$ cat src/rtl/multicycle_control_if.sv
// Bus between the multicycle sequencer and the datapath/memories: opcode and
// flag inputs, the memory handshakes, the per-state strobes and debug state.
interface multicycle_control_if;
  logic [10:0] opCode;
  logic        zero;
  logic        imem_ack;
  logic        dmem_ack;
  logic        imem_req;
  logic        dmem_req;
  logic        irWr;
  logic        pcWr;
  logic        pcSrc;
  logic        reg2Loc;
  logic        regWr;
  logic        aluSrc;
  logic [1:0]  seu;
  logic [2:0]  aluOp;
  logic        memRd;
  logic        memWr;
  logic        memToReg;
  logic        instr_done;
  logic        illegal;
  logic [2:0]  state;

  // Sequencer side.
  modport master (
    input  opCode, zero, imem_ack, dmem_ack,
    output imem_req, dmem_req, irWr, pcWr, pcSrc, reg2Loc, regWr, aluSrc,
           seu, aluOp, memRd, memWr, memToReg, instr_done, illegal, state
  );

  // Datapath / memory side.
  modport slave (
    output opCode, zero, imem_ack, dmem_ack,
    input  imem_req, dmem_req, irWr, pcWr, pcSrc, reg2Loc, regWr, aluSrc,
           seu, aluOp, memRd, memWr, memToReg, instr_done, illegal, state
  );
endinterface

$ cat src/rtl/multicycle_control.sv
// Multicycle LEGv8-subset sequencer: FETCH/DECODE/EXEC/MEM/WB with req/ack
// memory handshakes, illegal-opcode trap and ack-timeout trap.
module multicycle_control #(
  parameter int unsigned ACK_TIMEOUT = 15  // 0 = wait forever
) (
  input  logic                  clk,
  input  logic                  reset,
  multicycle_control_if.master  bus
);

  typedef enum logic [2:0] {
    S_FETCH  = 3'b000,
    S_DECODE = 3'b001,
    S_EXEC   = 3'b010,
    S_MEM    = 3'b011,
    S_WB     = 3'b100,
    S_TRAP   = 3'b101
  } state_t;

  typedef enum logic [2:0] {
    C_R, C_I, C_D, C_B, C_CB, C_ILL
  } class_t;

  // Counter only ever reaches ACK_TIMEOUT-1 before trapping.
  localparam int CW = (ACK_TIMEOUT < 2) ? 1 : $clog2(ACK_TIMEOUT + 1);

  state_t        state_q, state_d;
  logic [CW-1:0] cnt_q, cnt_d;

  class_t        cls;
  logic [2:0]    alu_op_dec;
  logic          is_ldur;
  logic          is_cbnz;
  logic          waiting;
  logic          ack;
  logic          timeout_hit;
  logic          unused_op_bits;

  // Opcode bits that never distinguish instructions in this subset.
  assign unused_op_bits = ^{bus.opCode[4], bus.opCode[2], bus.opCode[0]};

  // Instruction class and ALU function from opCode[10:5] plus modifier bits.
  always_comb begin
    cls        = C_ILL;
    alu_op_dec = 3'b000;
    is_ldur    = 1'b0;
    is_cbnz    = 1'b0;
    case (bus.opCode[10:5])
      6'b000101: cls = C_B;
      6'b100010: begin cls = C_R; alu_op_dec = bus.opCode[3] ? 3'b000 : 3'b010; end
      6'b100100: begin cls = C_I; alu_op_dec = bus.opCode[3] ? 3'b000 : 3'b010; end
      6'b101010: begin cls = C_R; alu_op_dec = 3'b011; end
      6'b101100: begin cls = C_I; alu_op_dec = 3'b011; end
      6'b101101: begin cls = C_CB; is_cbnz = bus.opCode[3]; end
      6'b110010: begin cls = C_R; alu_op_dec = 3'b001; end
      6'b110100: begin cls = C_I; alu_op_dec = 3'b001; end
      6'b111110: begin cls = C_D; is_ldur = bus.opCode[1]; end
      default:   cls = C_ILL;
    endcase
  end

  // The ack that matters depends on which handshake is open; acks seen
  // outside FETCH/MEM are ignored because nothing is waiting on them.
  assign waiting     = (state_q == S_FETCH) || (state_q == S_MEM);
  assign ack         = (state_q == S_FETCH) ? bus.imem_ack : bus.dmem_ack;
  assign timeout_hit = (ACK_TIMEOUT != 0) && waiting && !ack &&
                       (cnt_q == CW'(ACK_TIMEOUT - 1));

  // Next state and per-state strobes; reset forces every output low so a
  // reset mid-handshake can never produce a write.
  always_comb begin
    state_d        = state_q;
    bus.imem_req   = 1'b0;
    bus.dmem_req   = 1'b0;
    bus.irWr       = 1'b0;
    bus.pcWr       = 1'b0;
    bus.pcSrc      = 1'b0;
    bus.reg2Loc    = 1'b0;
    bus.regWr      = 1'b0;
    bus.aluSrc     = 1'b0;
    bus.seu        = 2'b00;
    bus.aluOp      = 3'b000;
    bus.memRd      = 1'b0;
    bus.memWr      = 1'b0;
    bus.memToReg   = 1'b0;
    bus.instr_done = 1'b0;
    bus.illegal    = 1'b0;
    case (state_q)
      S_FETCH: begin
        bus.imem_req = 1'b1;
        if (bus.imem_ack) begin
          bus.irWr = 1'b1;
          bus.pcWr = 1'b1;
          state_d  = S_DECODE;
        end else if (timeout_hit) begin
          state_d = S_TRAP;
        end
      end
      S_DECODE: begin
        bus.reg2Loc = (cls == C_CB) || ((cls == C_D) && !is_ldur);
        state_d     = (cls == C_ILL) ? S_TRAP : S_EXEC;
      end
      S_EXEC: begin
        state_d = S_FETCH;
        case (cls)
          C_R: begin
            bus.aluOp = alu_op_dec;
            state_d   = S_WB;
          end
          C_I: begin
            bus.aluSrc = 1'b1;
            bus.seu    = 2'b00;
            bus.aluOp  = alu_op_dec;
            state_d    = S_WB;
          end
          C_D: begin
            bus.aluSrc = 1'b1;
            bus.seu    = 2'b11;
            bus.aluOp  = 3'b000;
            state_d    = S_MEM;
          end
          C_B: begin
            bus.seu        = 2'b01;
            bus.pcWr       = 1'b1;
            bus.pcSrc      = 1'b1;
            bus.instr_done = 1'b1;
          end
          C_CB: begin
            bus.seu        = 2'b10;
            bus.aluOp      = 3'b100;
            bus.pcWr       = bus.zero ^ is_cbnz;
            bus.pcSrc      = bus.zero ^ is_cbnz;
            bus.instr_done = 1'b1;
          end
          default: state_d = S_TRAP;
        endcase
      end
      S_MEM: begin
        bus.dmem_req = 1'b1;
        bus.memRd    = is_ldur;
        if (bus.dmem_ack) begin
          // Store commits only in the ack cycle, so memWr is a single pulse.
          bus.memWr = !is_ldur;
          if (is_ldur) begin
            state_d = S_WB;
          end else begin
            bus.instr_done = 1'b1;
            state_d        = S_FETCH;
          end
        end else if (timeout_hit) begin
          state_d = S_TRAP;
        end
      end
      S_WB: begin
        bus.regWr      = 1'b1;
        bus.memToReg   = is_ldur;
        bus.instr_done = 1'b1;
        state_d        = S_FETCH;
      end
      S_TRAP: begin
        bus.illegal = 1'b1;
      end
      default: state_d = S_FETCH;
    endcase

    if (reset) begin
      bus.imem_req   = 1'b0;
      bus.dmem_req   = 1'b0;
      bus.irWr       = 1'b0;
      bus.pcWr       = 1'b0;
      bus.pcSrc      = 1'b0;
      bus.reg2Loc    = 1'b0;
      bus.regWr      = 1'b0;
      bus.aluSrc     = 1'b0;
      bus.seu        = 2'b00;
      bus.aluOp      = 3'b000;
      bus.memRd      = 1'b0;
      bus.memWr      = 1'b0;
      bus.memToReg   = 1'b0;
      bus.instr_done = 1'b0;
      bus.illegal    = 1'b0;
    end
  end

  // Wait counter restarts whenever the state changes (i.e. on entry to
  // FETCH/MEM) and counts cycles spent without ack.
  always_comb begin
    cnt_d = cnt_q;
    if (state_d != state_q) begin
      cnt_d = '0;
    end else if (waiting && !ack) begin
      cnt_d = cnt_q + 1'b1;
    end
  end

  // State and wait-counter registers.
  always_ff @(posedge clk) begin
    if (reset) begin
      state_q <= S_FETCH;
      cnt_q   <= '0;
    end else begin
      state_q <= state_d;
      cnt_q   <= cnt_d;
    end
  end

  assign bus.state = state_q;

endmodule
$ cat src/flat_wrapper.sv
// flat-port wrapper written by rule: the top's interface ports become plain ports
module multicycle_control_flat 
#(
  parameter int unsigned ACK_TIMEOUT = 15                     
)
  (clk, reset, bus_opCode, bus_zero, bus_imem_ack, bus_dmem_ack, bus_imem_req, bus_dmem_req, bus_irWr, bus_pcWr, bus_pcSrc, bus_reg2Loc, bus_regWr, bus_aluSrc, bus_seu, bus_aluOp, bus_memRd, bus_memWr, bus_memToReg, bus_instr_done, bus_illegal, bus_state);
  multicycle_control_if bus_i ();
  input  logic clk;
  input  logic reset;
  input wire logic [$bits(bus_i.opCode)-1:0] bus_opCode;
  input wire logic [$bits(bus_i.zero)-1:0] bus_zero;
  input wire logic [$bits(bus_i.imem_ack)-1:0] bus_imem_ack;
  input wire logic [$bits(bus_i.dmem_ack)-1:0] bus_dmem_ack;
  output wire logic [$bits(bus_i.imem_req)-1:0] bus_imem_req;
  output wire logic [$bits(bus_i.dmem_req)-1:0] bus_dmem_req;
  output wire logic [$bits(bus_i.irWr)-1:0] bus_irWr;
  output wire logic [$bits(bus_i.pcWr)-1:0] bus_pcWr;
  output wire logic [$bits(bus_i.pcSrc)-1:0] bus_pcSrc;
  output wire logic [$bits(bus_i.reg2Loc)-1:0] bus_reg2Loc;
  output wire logic [$bits(bus_i.regWr)-1:0] bus_regWr;
  output wire logic [$bits(bus_i.aluSrc)-1:0] bus_aluSrc;
  output wire logic [$bits(bus_i.seu)-1:0] bus_seu;
  output wire logic [$bits(bus_i.aluOp)-1:0] bus_aluOp;
  output wire logic [$bits(bus_i.memRd)-1:0] bus_memRd;
  output wire logic [$bits(bus_i.memWr)-1:0] bus_memWr;
  output wire logic [$bits(bus_i.memToReg)-1:0] bus_memToReg;
  output wire logic [$bits(bus_i.instr_done)-1:0] bus_instr_done;
  output wire logic [$bits(bus_i.illegal)-1:0] bus_illegal;
  output wire logic [$bits(bus_i.state)-1:0] bus_state;
  assign bus_i.opCode = bus_opCode;
  assign bus_i.zero = bus_zero;
  assign bus_i.imem_ack = bus_imem_ack;
  assign bus_i.dmem_ack = bus_dmem_ack;
  assign bus_imem_req = bus_i.imem_req;
  assign bus_dmem_req = bus_i.dmem_req;
  assign bus_irWr = bus_i.irWr;
  assign bus_pcWr = bus_i.pcWr;
  assign bus_pcSrc = bus_i.pcSrc;
  assign bus_reg2Loc = bus_i.reg2Loc;
  assign bus_regWr = bus_i.regWr;
  assign bus_aluSrc = bus_i.aluSrc;
  assign bus_seu = bus_i.seu;
  assign bus_aluOp = bus_i.aluOp;
  assign bus_memRd = bus_i.memRd;
  assign bus_memWr = bus_i.memWr;
  assign bus_memToReg = bus_i.memToReg;
  assign bus_instr_done = bus_i.instr_done;
  assign bus_illegal = bus_i.illegal;
  assign bus_state = bus_i.state;
  multicycle_control #(.ACK_TIMEOUT(ACK_TIMEOUT)) u_core (.clk(clk), .reset(reset), .bus(bus_i));
endmodule
$ cat config.mk
export PLATFORM = sky130hd
export DESIGN_NAME = multicycle_control_flat
export DESIGN_NICKNAME = d
export VERILOG_FILES = /design/src/rtl/multicycle_control_if.sv /design/src/rtl/multicycle_control.sv /design/src/flat_wrapper.sv
export SDC_FILE = /design/constraint.sdc
export NUM_CORES = 1
export LEC_CHECK = 0
export ABC_CLOCK_PERIOD_IN_PS = 1800
export CAP_MARGIN = 5
export CORE_UTILIZATION = 43
export CTS_CLUSTER_SIZE = 28
export DETAILED_ROUTE_END_ITERATION = 16
export PLACE_DENSITY = 0.84
export SLEW_MARGIN = 30
export SYNTH_ARGS = -nofsm -noshare
export SYNTH_HDL_FRONTEND = slang
export SYNTH_SLANG_ARGS = --single-unit
$ cat constraint.sdc
create_clock -name clk -period 1.8 [get_ports clk]
set_input_delay 0.27 -clock clk [delete_from_list [all_inputs] [get_ports clk]]
set_output_delay 0.27 -clock clk [all_outputs]
set_load 0.02 [all_outputs]
==> results_dict.tcl <==
set metrics [dict create \
    cp_max_fo 2 \
    maxCapViolations 0 \
    netlist_top_cells_area "dfxtp_1 (15%), and3_1 (6.2%), nor2_1 (5.4%), a21oi_1 (3.9%), nor3_1 (3.9%)" \
    tritoncts "built" \
    drv_slew 0 \
    max-slew-margin-rel 0.810 \
    ys_ff_latch 7 \
    root_buffer "clkbuf_4" \
    insertion_delay_ns 0.25 \
    critPathKind "flip-flop to output pin" \
    r2r_setup_slack_ns 0.16 \
    yosys.area.top_type "dfxtp_1" \
    clkSinkCount 7 \
    setup_viol 4 \
    syn_nets 146 \
    cp.required_ns 1.53 \
    setup_tns_ns -0.301 \
    grt_usage 0.281 \
    ys_warn_count 0 \
    p_leak_uw 0.000689 \
    start_kind "flip-flop" \
    synth_edf_count 0 \
    wl_per_cell_um 14.6 \
    period_minus_slack_ns 1.99 \
    fmax_ghz 0.504 \
    num_antenna_cells 0 \
    initial_core_util 0.459 \
    clk_pin_slew_ns 0.06 \
    violations "setup timing" \
    port_buffers 33 \
    setup_ws_ns -0.185 \
    area_delta_synth_final_pct 73.7 \
    ioPinCount 37 \
    cts_buffers 3 \
    routed_wl_um 3250 \
    gp_congestion 0.850 \
    hp-class "primary input to flip-flop" \
    critPathCaptureType "output pin" \
    netlist_instances 128 \
    ant_nets 0 \
    dieArea_mm2 0.00230 \
    finalNetCount 214 \
    power_uw 699 \
    gr-total-overflow 0 \
    layout_common_cells "buf_4 (46), nor2_1 (11), and3_1 (8), clkdlybuf4s50_1 (8), inv_1 (6)" \
    rsz0062_at_grt "true" \
    hold_path_end "u_core.bus.state[2]" \
    htree_levels 1 \
    core-area_mm2 0.00198 \
    drc 0 \
    dp_hpwl_um 2450 \
    status "complete, but fails checks" \
    via_per_inst 5.75 \
    final_common_cell "buf_4" \
    cp.arrival_ns 1.72 \
    row_count 16 \
    drtIter0Drc 48 \
    synth_ff_type "dfxtp_1" \
    finalHoldViolCount 0 \
    grt_first_pass_wirelength_um 4610 \
    rr_worst_depth 5 \
    dr.pass1.iters 4 \
    ys_async_sr_fraction 0 \
    clock_tree.buffer_depth 2 \
    tightest_slew_ns 0.282 \
    vias 1276 \
    grt_antenna_before_repair 0 \
    min_path_cells 3 \
    grt_pass1_vias 1070 \
    syn_area_um2 910 \
    yosys.area.top_type_share 0.154 \
    post-route-period-util 1.10 \
    synth_cell_types 42 \
    yosysSeqAreaShare 0.154 \
    grt_max_degree 19 \
    fin_skew_ns 0.00779 \
    r2r-end "u_core.bus.state[2]" \
    worst_r2r_startpoint "u_core.bus.state[1]" \
    ir_drop_uv 403 \
    syn_avg_cell_area_um2 7.11 \
    drive_gt1_frac 0.467 \
    hold_path.startpoint "reset" \
    die_x_um 48.0 \
    power.density_mw_per_mm2 442 \
    die_h_um 48.0 \
    fillerInstances 135 \
]
-- synthesized netlist by cell type (4+ instances only) --
cell,n
a21oi_1,7
nor2_1,13
o21ai_0,4
nor3_1,7
nand3_1,4
clkbuf_1,5
xnor2_1,4
a211oi_1,4
dfxtp_1,7
buf_2,4
nand2b_1,4
and3_1,9
nand2_1,5
inv_1,7
-- power breakdown --
group          internal (uW)  total (uW)  leakage (uW)  switching (uW)
logic                    180         378      0.000613             197
clock network           81.3         143     0.0000177            61.3
registers                170         178     0.0000582            8.47
total                    431         699      0.000689             267
-- per-layer routing --
| layer | GRT usage | vias to the layer above | part of all wire |
|---|---|---|---|
| li1 | - | 606 | - |
| met1 | 0.314 | 593 | 0.40 |
| met2 | 0.508 | 65 | 0.52 |
| met3 | 0.0642 | 12 | 0.055 |
| met4 | 0.117 | 0 | 0.028 |
| met5 | 0 | - | 0 |
-- layout make-up --
type | count | area, um^2 | area share
inverter | 7 | 26.3 | 0.0166
sequential | 7 | 144 | 0.0911
clock buffer | 3 | 22.5 | 0.0143
tap | 27 | 33.8 | 0.0214
multi-input combinational | 105 | 795 | 0.503
clock inverter | 1 | 5.00 | 0.00317
timing repair buffer | 72 | 554 | 0.351
-- sequential cells by signal (all words and copies together), names as in the netlist --
| signal | count |
|---|---|
| u_core.cnt_q | 4 |
| u_core.bus.state | 3 |
-- timing repair --
item,4_1_cts,5_1_grt
setup endpoints to repair,18,17
pin swaps,3,3
hold buffers,0,0
resized for setup,91,22
setup buffers,2,1
-- cells by family (layout without fill, tap and decap cells) --
kind of cell    after synthesis  in the layout  synth area share
buf+inv                      16             83            0.0715
fa+ha+maj                     2              2            0.0275
xor+xnor                      6              6            0.0578
flops                         7              7             0.154
compound gates               35             35             0.297
simple gates                 62             62             0.392
-- how the worst max path moves through the flow --
stage,startpoint,end,slack (ns),cells after the start
4_1_cts,u_core.bus.state[2],bus_aluOp[1],-0.19,5
2_1_floorplan,u_core.bus.state[2],bus_aluOp[1],0.001,4
5_1_grt,u_core.bus.state[2],bus_aluOp[1],-0.25,5
3_3_place_gp,bus_opCode[7],bus_instr_done,-0.75,6
6_report,u_core.bus.state[2],bus_aluOp[1],-0.19,5
3_5_place_dp,bus_opCode[7],bus_instr_done,-0.83,6
-- critical path: stages, from the launching register on --
cell,delay [ns]
dfxtp_2,0.32
or4b_4,0.54
nor2b_4,0.14
nand2_2,0.08
a2111oi_4,0.18
buf_4,0.19
-- metrics by stage --
stage               cells  worst slack, ns  hold WS, ns  area (um^2)   util
floorplan             128          0.00131        0.468          922      -
detailed placement    215           -0.835        0.533         1520  0.766
global placement      215           -0.755        0.523         1520  0.766
CTS                   221           -0.190        0.517         1580  0.796
global route          222           -0.250        0.521         1580  0.797
finish                222           -0.185        0.530         1580  0.797
Note: power is estimated with default switching activity, not from simulation.
